--- config.mk ---
export PLATFORM = sky130hd
export DESIGN_NAME = quant_sched
export DESIGN_NICKNAME = d
export VERILOG_FILES = /design/src/rtl/quant_sched.sv
export SDC_FILE = /design/constraint.sdc
export NUM_CORES = 1
export LEC_CHECK = 0
export CAP_MARGIN = 20
export CORE_ASPECT_RATIO = 1.1
export CORE_MARGIN = 5
export CORE_UTILIZATION = 28
export CTS_CLUSTER_SIZE = 30
export DETAILED_ROUTE_END_ITERATION = 8
export GPL_ROUTABILITY_DRIVEN = 0
export PLACE_DENSITY = 0.5
export SLEW_MARGIN = 20
export SYNTH_ARGS = -nofsm -noshare
export SYNTH_HDL_FRONTEND = slang
export SYNTH_SLANG_ARGS = --single-unit
export TNS_END_PERCENT = 10
--- constraint.sdc ---
create_clock -name i_clk -period 2.8 [get_ports i_clk]
set_input_delay 0.28 -clock i_clk [delete_from_list [all_inputs] [get_ports i_clk]]
set_output_delay 0.28 -clock i_clk [all_outputs]
set_load 0.02 [all_outputs]
--- src/rtl/quant_sched.sv ---
// quant_sched: sequences DCT coefficient pairs and attaches per-index shifts from a double-buffered table.
// Optional define QUANT_SCHED_PERF_EN adds the o_stall_cnt output-stall counter.
module quant_sched #(
  parameter int DATA_WIDTH    = 25,
  parameter int SHIFT_WIDTH   = 5,
  parameter int DEFAULT_SHIFT = 18,
  parameter int BLK_CNT_WIDTH = 16
) (
  input  logic                            i_clk,
  input  logic                            i_reset,
  input  logic signed [DATA_WIDTH-1:0]    i_c0,
  input  logic signed [DATA_WIDTH-1:0]    i_c1,
  input  logic                            i_vld,
  output logic                            o_rdy,
  output logic signed [DATA_WIDTH-1:0]    o_c0,
  output logic signed [DATA_WIDTH-1:0]    o_c1,
  output logic        [SHIFT_WIDTH-1:0]   o_sh0,
  output logic        [SHIFT_WIDTH-1:0]   o_sh1,
  output logic        [5:0]               o_idx,
  output logic                            o_last,
  output logic                            o_vld,
  input  logic                            i_rdy,
  input  logic                            i_cfg_we,
  input  logic        [5:0]               i_cfg_addr,
  input  logic        [SHIFT_WIDTH-1:0]   i_cfg_data,
  input  logic                            i_cfg_swap,
  output logic                            o_cfg_busy,
  output logic                            o_bank,
`ifdef QUANT_SCHED_PERF_EN
  output logic        [15:0]              o_stall_cnt,
`endif
  output logic        [BLK_CNT_WIDTH-1:0] o_blk_cnt
);

  typedef enum logic [1:0] {
    S_IDLE,
    S_RUN,
    S_SWAP
  } state_t;

  state_t r_state;
  state_t w_nxt;

  logic [SHIFT_WIDTH-1:0]   r_tab0 [64];
  logic [SHIFT_WIDTH-1:0]   r_tab1 [64];
  logic [4:0]               r_p;
  logic                     r_bank;
  logic                     r_busy;
  logic [BLK_CNT_WIDTH-1:0] r_blk;

  logic signed [DATA_WIDTH-1:0] r_c0;
  logic signed [DATA_WIDTH-1:0] r_c1;
  logic [SHIFT_WIDTH-1:0]       r_sh0;
  logic [SHIFT_WIDTH-1:0]       r_sh1;
  logic [5:0]                   r_idx;
  logic                         r_last;
  logic                         r_vld;

  logic                   w_swap_st;
  logic                   w_rdy;
  logic                   w_acc;
  logic                   w_lastp;
  logic                   w_wr;
  logic [5:0]             w_i0;
  logic [5:0]             w_i1;
  logic [SHIFT_WIDTH-1:0] w_sh0;
  logic [SHIFT_WIDTH-1:0] w_sh1;

  assign w_swap_st = (r_state == S_SWAP);
  assign w_rdy     = (~r_vld | i_rdy) & ~w_swap_st;
  assign w_acc     = i_vld & w_rdy;
  assign w_lastp   = (r_p == 5'd31);
  assign w_wr      = i_cfg_we & ~r_busy & ~w_swap_st;
  assign w_i0      = {r_p, 1'b0};
  assign w_i1      = {r_p, 1'b1};
  assign w_sh0     = r_bank ? r_tab1[w_i0] : r_tab0[w_i0];
  assign w_sh1     = r_bank ? r_tab1[w_i1] : r_tab0[w_i1];

  always_ff @(posedge i_clk) begin
    if (i_reset) r_state <= S_IDLE;
    else         r_state <= w_nxt;
  end

  always_comb begin
    w_nxt = r_state;
    unique case (r_state)
      S_IDLE: begin
        if (w_acc)                    w_nxt = S_RUN;
        else if (r_busy | i_cfg_swap) w_nxt = S_SWAP;
      end
      S_RUN: begin
        if (w_acc & w_lastp)
          w_nxt = (r_busy | i_cfg_swap) ? S_SWAP : S_IDLE;
      end
      S_SWAP:  w_nxt = S_IDLE;
      default: w_nxt = S_IDLE;
    endcase
  end

  // writes always go to the bank not currently feeding the datapath
  always_ff @(posedge i_clk) begin
    if (i_reset) begin
      for (int i = 0; i < 64; i++) begin
        r_tab0[i] <= SHIFT_WIDTH'(DEFAULT_SHIFT);
        r_tab1[i] <= SHIFT_WIDTH'(DEFAULT_SHIFT);
      end
    end else if (w_wr) begin
      if (r_bank) r_tab0[i_cfg_addr] <= i_cfg_data;
      else        r_tab1[i_cfg_addr] <= i_cfg_data;
    end
  end

  always_ff @(posedge i_clk) begin
    if (i_reset) begin
      r_bank <= 1'b0;
      r_busy <= 1'b0;
      r_p    <= '0;
      r_blk  <= '0;
    end else begin
      if (w_swap_st) begin
        r_bank <= ~r_bank;
        r_busy <= 1'b0;
      end else if (i_cfg_swap) begin
        r_busy <= 1'b1;
      end
      if (w_acc) r_p <= r_p + 5'd1;
      if (w_acc & w_lastp) r_blk <= r_blk + BLK_CNT_WIDTH'(1);
    end
  end

  always_ff @(posedge i_clk) begin
    if (i_reset) begin
      r_c0   <= '0;
      r_c1   <= '0;
      r_sh0  <= '0;
      r_sh1  <= '0;
      r_idx  <= '0;
      r_last <= 1'b0;
      r_vld  <= 1'b0;
    end else if (w_acc) begin
      r_c0   <= i_c0;
      r_c1   <= i_c1;
      r_sh0  <= w_sh0;
      r_sh1  <= w_sh1;
      r_idx  <= w_i0;
      r_last <= w_lastp;
      r_vld  <= 1'b1;
    end else if (i_rdy) begin
      r_vld  <= 1'b0;
    end
  end

`ifdef QUANT_SCHED_PERF_EN
  logic [15:0] r_stall;

  always_ff @(posedge i_clk) begin
    if (i_reset)
      r_stall <= '0;
    else if (r_vld & ~i_rdy & (r_stall != 16'hFFFF))
      r_stall <= r_stall + 16'd1;
  end

  assign o_stall_cnt = r_stall;
`endif

  assign o_rdy      = w_rdy;
  assign o_c0       = r_c0;
  assign o_c1       = r_c1;
  assign o_sh0      = r_sh0;
  assign o_sh1      = r_sh1;
  assign o_idx      = r_idx;
  assign o_last     = r_last;
  assign o_vld      = r_vld;
  assign o_cfg_busy = r_busy;
  assign o_bank     = r_bank;
  assign o_blk_cnt  = r_blk;

endmodule

---- Word-level counts from Yosys, hierarchy flattened ----
Memories as Yosys holds them, arrays and structs flattened. A register that Yosys moved wholly into a read port is not among the register bits.
Index checks and enable logic that the tools add are counted.
word-level totals
  bits in registers ....................... 92
  bits in writable memories ............... 640
  bits of input ports ..................... 67
  output and inout bits ................... 87
  word-level logic and storage cells ...... 71
  memories ................................ 2
operators by class
  $add $sub $neg .......................... 2
  equality and inequality tests ........... 5
  multiplexer cells ....................... 33
  bitwise logic cells ..................... 11
  reductions and logical operators ........ 6
memories
  name    depth  width  rd ports  clocked after Yosys merged registers in  write ports  RTL line  RTL
  r_tab0  64     5      2         2                                        64           44        logic [SHIFT_WIDTH-1:0] r_tab0 [64];
  r_tab1  64     5      2         2                                        64           45        logic [SHIFT_WIDTH-1:0] r_tab1 [64];
operators by type and width
  kind                     number
  $mux W6                  10
  $mux W5                  4
  $add A16 B1 Y16 const B  1
  $mux W1                  14
  $reduce_or A5 Y1         2
  $mux W2                  4
  $add A5 B1 Y5 const B    1
  $and A1 B1 Y1            5
  $eq A5 B5 Y1 const B     1
  $not A1 Y1               4
  $pmux W2 S2              1
  $ne A3 B3 Y1 const B     1
  $eq A2 B1 Y1 const B     1
  $eq A2 B2 Y1 const B     1
  $logic_not A2 Y1         1
  $ne A2 B2 Y1 const B     1
  $or A1 B1 Y1             2
  $reduce_and A2 Y1        1
  $reduce_bool A2 Y1       1
  $reduce_or A2 Y1         1

---- Longest topological paths before layout ----
  depth in word-level cells ............... 8
  depth in mapped cells ................... 8
  mapped depth without buffers ............ 7

---- Worst setup path before layout ----
OpenSTA, ideal clock, no wires.
  path type ............................... register to register
  from .................................... register with a tool-made name
  to ...................................... register r_sh0[3], in the netlist o_sh0[3]
  library setup time ...................... 140 ps
  arrival time ............................ 1984 ps
  required time ........................... 2660 ps
  path slack .............................. 675 ps
  stages on the path, launching flop included .. 8
  buffers on the path ..................... 3
  clock period less this slack ............ 2125 ps
  path through ............................ dfxtp_1 -> clkbuf_1 -> buf_2 -> buf_2 -> mux4_2 -> a22o_1 -> nor4_1 -> o221ai_1
RTL lines
  item                  RTL line  RTL
  end signal, assigned  143       r_sh0 <= w_sh0;
  end, declared         53        logic [SHIFT_WIDTH-1:0] r_sh0;

==> flow_metrics.env <==
export IMPL_final_hold_viol_count=0
export IMPL_post_cts_setup_buffer_count=0
export IMPL_reg2reg_slack_ps=90
export IMPL_root_buffer="clkbuf_16"
export IMPL_cts_hold_buf=0
export IMPL_max_stage_delay_ps=510
export IMPL_clock_latency_ps=690
export IMPL_cts_buffer_depth=3
export IMPL_period_minus_slack_ps=2710
export IMPL_hold_start="i_c0[7]"
export IMPL_slew_violations=0
export IMPL_mostFrequentLayoutCells="edfxtp_1, and3_1, or3_1, clkdlybuf4s50_1, nand2_1"
export IMPL_first_pass_iters=6
export IMPL_track_usage=0.151
export IMPL_cts_buffers=79
export IMPL_drive_gt1_frac=0.161
export IMPL_hpwl_mm=64.6
export IMPL_vias_per_cell=5.12
export IMPL_hp_class="in2reg"
export IMPL_postSynthCellCount=2621
export IMPL_grt_pass1_vias=23000
export IMPL_period_share=0.969
export IMPL_stdcell_count=4379
export IMPL_yosysSeqAreaShare=0.619
export IMPL_cts_tree="built"
export IMPL_r2r_end="o_sh0[4]$_SDFFE_PP0P_"
export IMPL_pre_cts_ws_ps=-5.49
export IMPL_ys_types=54
export IMPL_grt_overflow_total=0
export IMPL_drv_cap=0
export IMPL_hold_end="o_c0[7]$_SDFFE_PP0P_"
export IMPL_crit_family="buffers and inverters"
export IMPL_die_h_um=376
export IMPL_power_mw=24.7
export IMPL_die_x_um=343
export IMPL_crit_top_cell="buf_12"
export IMPL_portBuffers=152
export IMPL_tightestPinTransition_ps=905
export IMPL_cts_sinks=737
export IMPL_wire_per_inst_um=22.8
export IMPL_grt_pass1_wl_mm=147
export IMPL_critPathLaunchType="flip-flop"
export IMPL_final_common_cell="edfxtp_1"
export IMPL_io_pin_count=154
export IMPL_antenna_found_initial=5
export IMPL_rsz0062_at_grt="true"
export IMPL_grt_max_degree=143
export IMPL_fmax_ghz=0.369
export IMPL_cp_max_fo=32
export IMPL_core_region_area_um2=121000
export IMPL_synth_edf_count=640
export IMPL_path_class="reg2reg"
export IMPL_drc=0
export IMPL_crit_buf_inv=3
export IMPL_outcome="completed"
export IMPL_ys_warn_count=0
export IMPL_peakVddDrop_uv=425
export IMPL_vias=22400
export IMPL_crit_path_end_kind="flip-flop"
export IMPL_syn_area_um2=34200
export IMPL_setup_viol=0
export IMPL_clk_pin_slew_worst_paths_ps=70
export IMPL_fin_nets=2749
export IMPL_whs_ps=155
export IMPL_num_rows=134
export IMPL_whs_path_depth=3
export IMPL_routed_wl_mm=99.7
export IMPL_powerDensity_nw_per_um2=606
export IMPL_syn_nets=2691
export IMPL_area_growth_pct=19.3
export IMPL_worstPathRequired_ps=3330
export IMPL_cp_cell_sequence="buf_12 > buf_12 > mux4_2 > a22o_1 > nor4_1 > buf_4 > o221ai_1"
export IMPL_drt_iter0_drc=1709
export IMPL_fin_ws_ps=86.5
export IMPL_reg2reg_depth=7
export IMPL_start_util=0.282
export IMPL_relSlewSlack=0.397
export IMPL_synthArstFlopShare=0
export IMPL_ant_nets=0
export IMPL_synth_seq_cells=737
export IMPL_die_area_um2=129000
export IMPL_crit_arrival_ps=3240
export IMPL_ys_flop_type="edfxtp_1"
export IMPL_cpMaxStageDelayCell="mux4_2"
export IMPL_h_tree_depth=3
export IMPL_dp_cells=4230
export IMPL_avgSynthCellArea_um2=13.0
export IMPL_leakagePower_nw=14.2
export IMPL_fin_worst_skew_ps=34.8
export IMPL_post_route_util=0.336
## cell usage after synthesis (4+ instances only)
cell type  instances  share of area
edfxtp_1         640           0.56
and3_1           392          0.072
clkbuf_1         278          0.031
or3_1            265          0.048
nand2_1          134          0.015
a21o_1           120          0.026
dfxtp_1           97          0.057
mux2i_1           80          0.023
mux4_2            80          0.053
a21oi_1           67         0.0098
a22o_1            60          0.015
nor2b_1           46         0.0084
a2111oi_0         40          0.010
a211oi_1          40         0.0088
mux2_2            40          0.013
buf_2             31         0.0045
nor2_1            26         0.0029
nor4_1            22         0.0040
o22ai_1           20         0.0037
nand3b_1          13         0.0029
buf_4             10         0.0022
o221ai_1          10         0.0026
nand3_1            9         0.0013
buf_1              8        0.00088
nand4_1            8         0.0015
o21bai_1           8         0.0018
xnor2_1            8         0.0020
nand2b_1           7         0.0013
nor3_2             7         0.0020
o21ai_0            6        0.00088
xor2_1             5         0.0013
and2_1             4        0.00073
nor3_1             4        0.00059
## sequential cells by signal (all words and copies together) (netlist names), named ones only
name / count
r_tab0: 320
r_tab1: 320
o_c0: 25
o_c1: 25
o_blk_cnt: 16
o_idx: 5
o_sh0: 5
o_sh1: 5
r_p: 5
r_state: 2
o_bank: 1
o_cfg_busy: 1
o_last: 1
o_vld: 1
## final cells by class
cell class | instances | area, µm²
fill | 11800 | 80600
sequential | 737 | 21200
multi-input combinational | 1550 | 11800
timing repair buffer | 307 | 3320
tap | 1632 | 2040
clock buffer | 89 | 2010
clock inverter | 54 | 453
inverter | 4 | 15.0
antenna | 6 | 15.0
## worst reg2reg max path, cell delays in order (launching register included)
cell	delay [ps]
dfxtp_4	430
buf_12	290
buf_12	270
mux4_2	520
a22o_1	310
nor4_1	430
buf_4	210
o221ai_1	120
## metrics by stage
step	TNS, ps	area (µm²)
6_report	0	40800
5_1_grt	-30.3	40800
4_1_cts	0	40800
3_5_place_dp	-5.49	38300
3_3_place_gp	-14.3	38300
2_1_floorplan	0	34200
## cells by family (layout without fill, tap and decap cells)
logic type / Yosys count / in the layout / share of synthesized area
AOI/OAI and AO/OA: 371 / 371 / 0.0794
xor gates and xnor gates: 13 / 13 / 0.00333
adders and majority gates: 3 / 3 / 0.00110
buffers and inverters: 334 / 454 / 0.0394
DFF: 737 / 737 / 0.619
muxes: 200 / 200 / 0.0893
other: 1 / 7 / 0.000110
and+or+nand+nor: 962 / 962 / 0.168
## metal layers
metal / share of wire / up-vias / global-route usage / wire, µm
met5: 0.00013 / - / 0 / 13
met4: 0.023 / 2 / 0.0446 / 2260
met3: 0.068 / 130 / 0.0322 / 6760
met2: 0.49 / 673 / 0.258 / 48600
met1: 0.42 / 11400 / 0.192 / 42100
li1: - / 10200 / - / -
## repair_timing
| action | CTS | global route |
|---|---|---|
| resized for setup | 2 | 4 |
| setup endpoints to repair | 2 | 5 |
| pin swaps | 0 | 0 |
## where the power goes
part | total, mW | switching (mW) | leakage, nW | internal [mW]
clock | 10.1 | 4.55 | 1.20 | 5.53
combinational | 2.32 | 1.44 | 6.50 | 0.880
sequential | 12.3 | 0.139 | 6.50 | 12.2
## worst max-delay path by stage
stage	start	to	cells past startpoint
after floorplan	flip-flop	o_sh0[3]$_SDFFE_PP0P_	7
after global placement	flip-flop	o_sh1[0]$_SDFFE_PP0P_	7
after detailed placement	flip-flop	o_sh1[2]$_SDFFE_PP0P_	7
after CTS	flip-flop	o_sh1[3]$_SDFFE_PP0P_	7
after global routing	flip-flop	o_sh0[4]$_SDFFE_PP0P_	8
final	flip-flop	o_sh0[4]$_SDFFE_PP0P_	7
(Power assumes the default switching activity.)
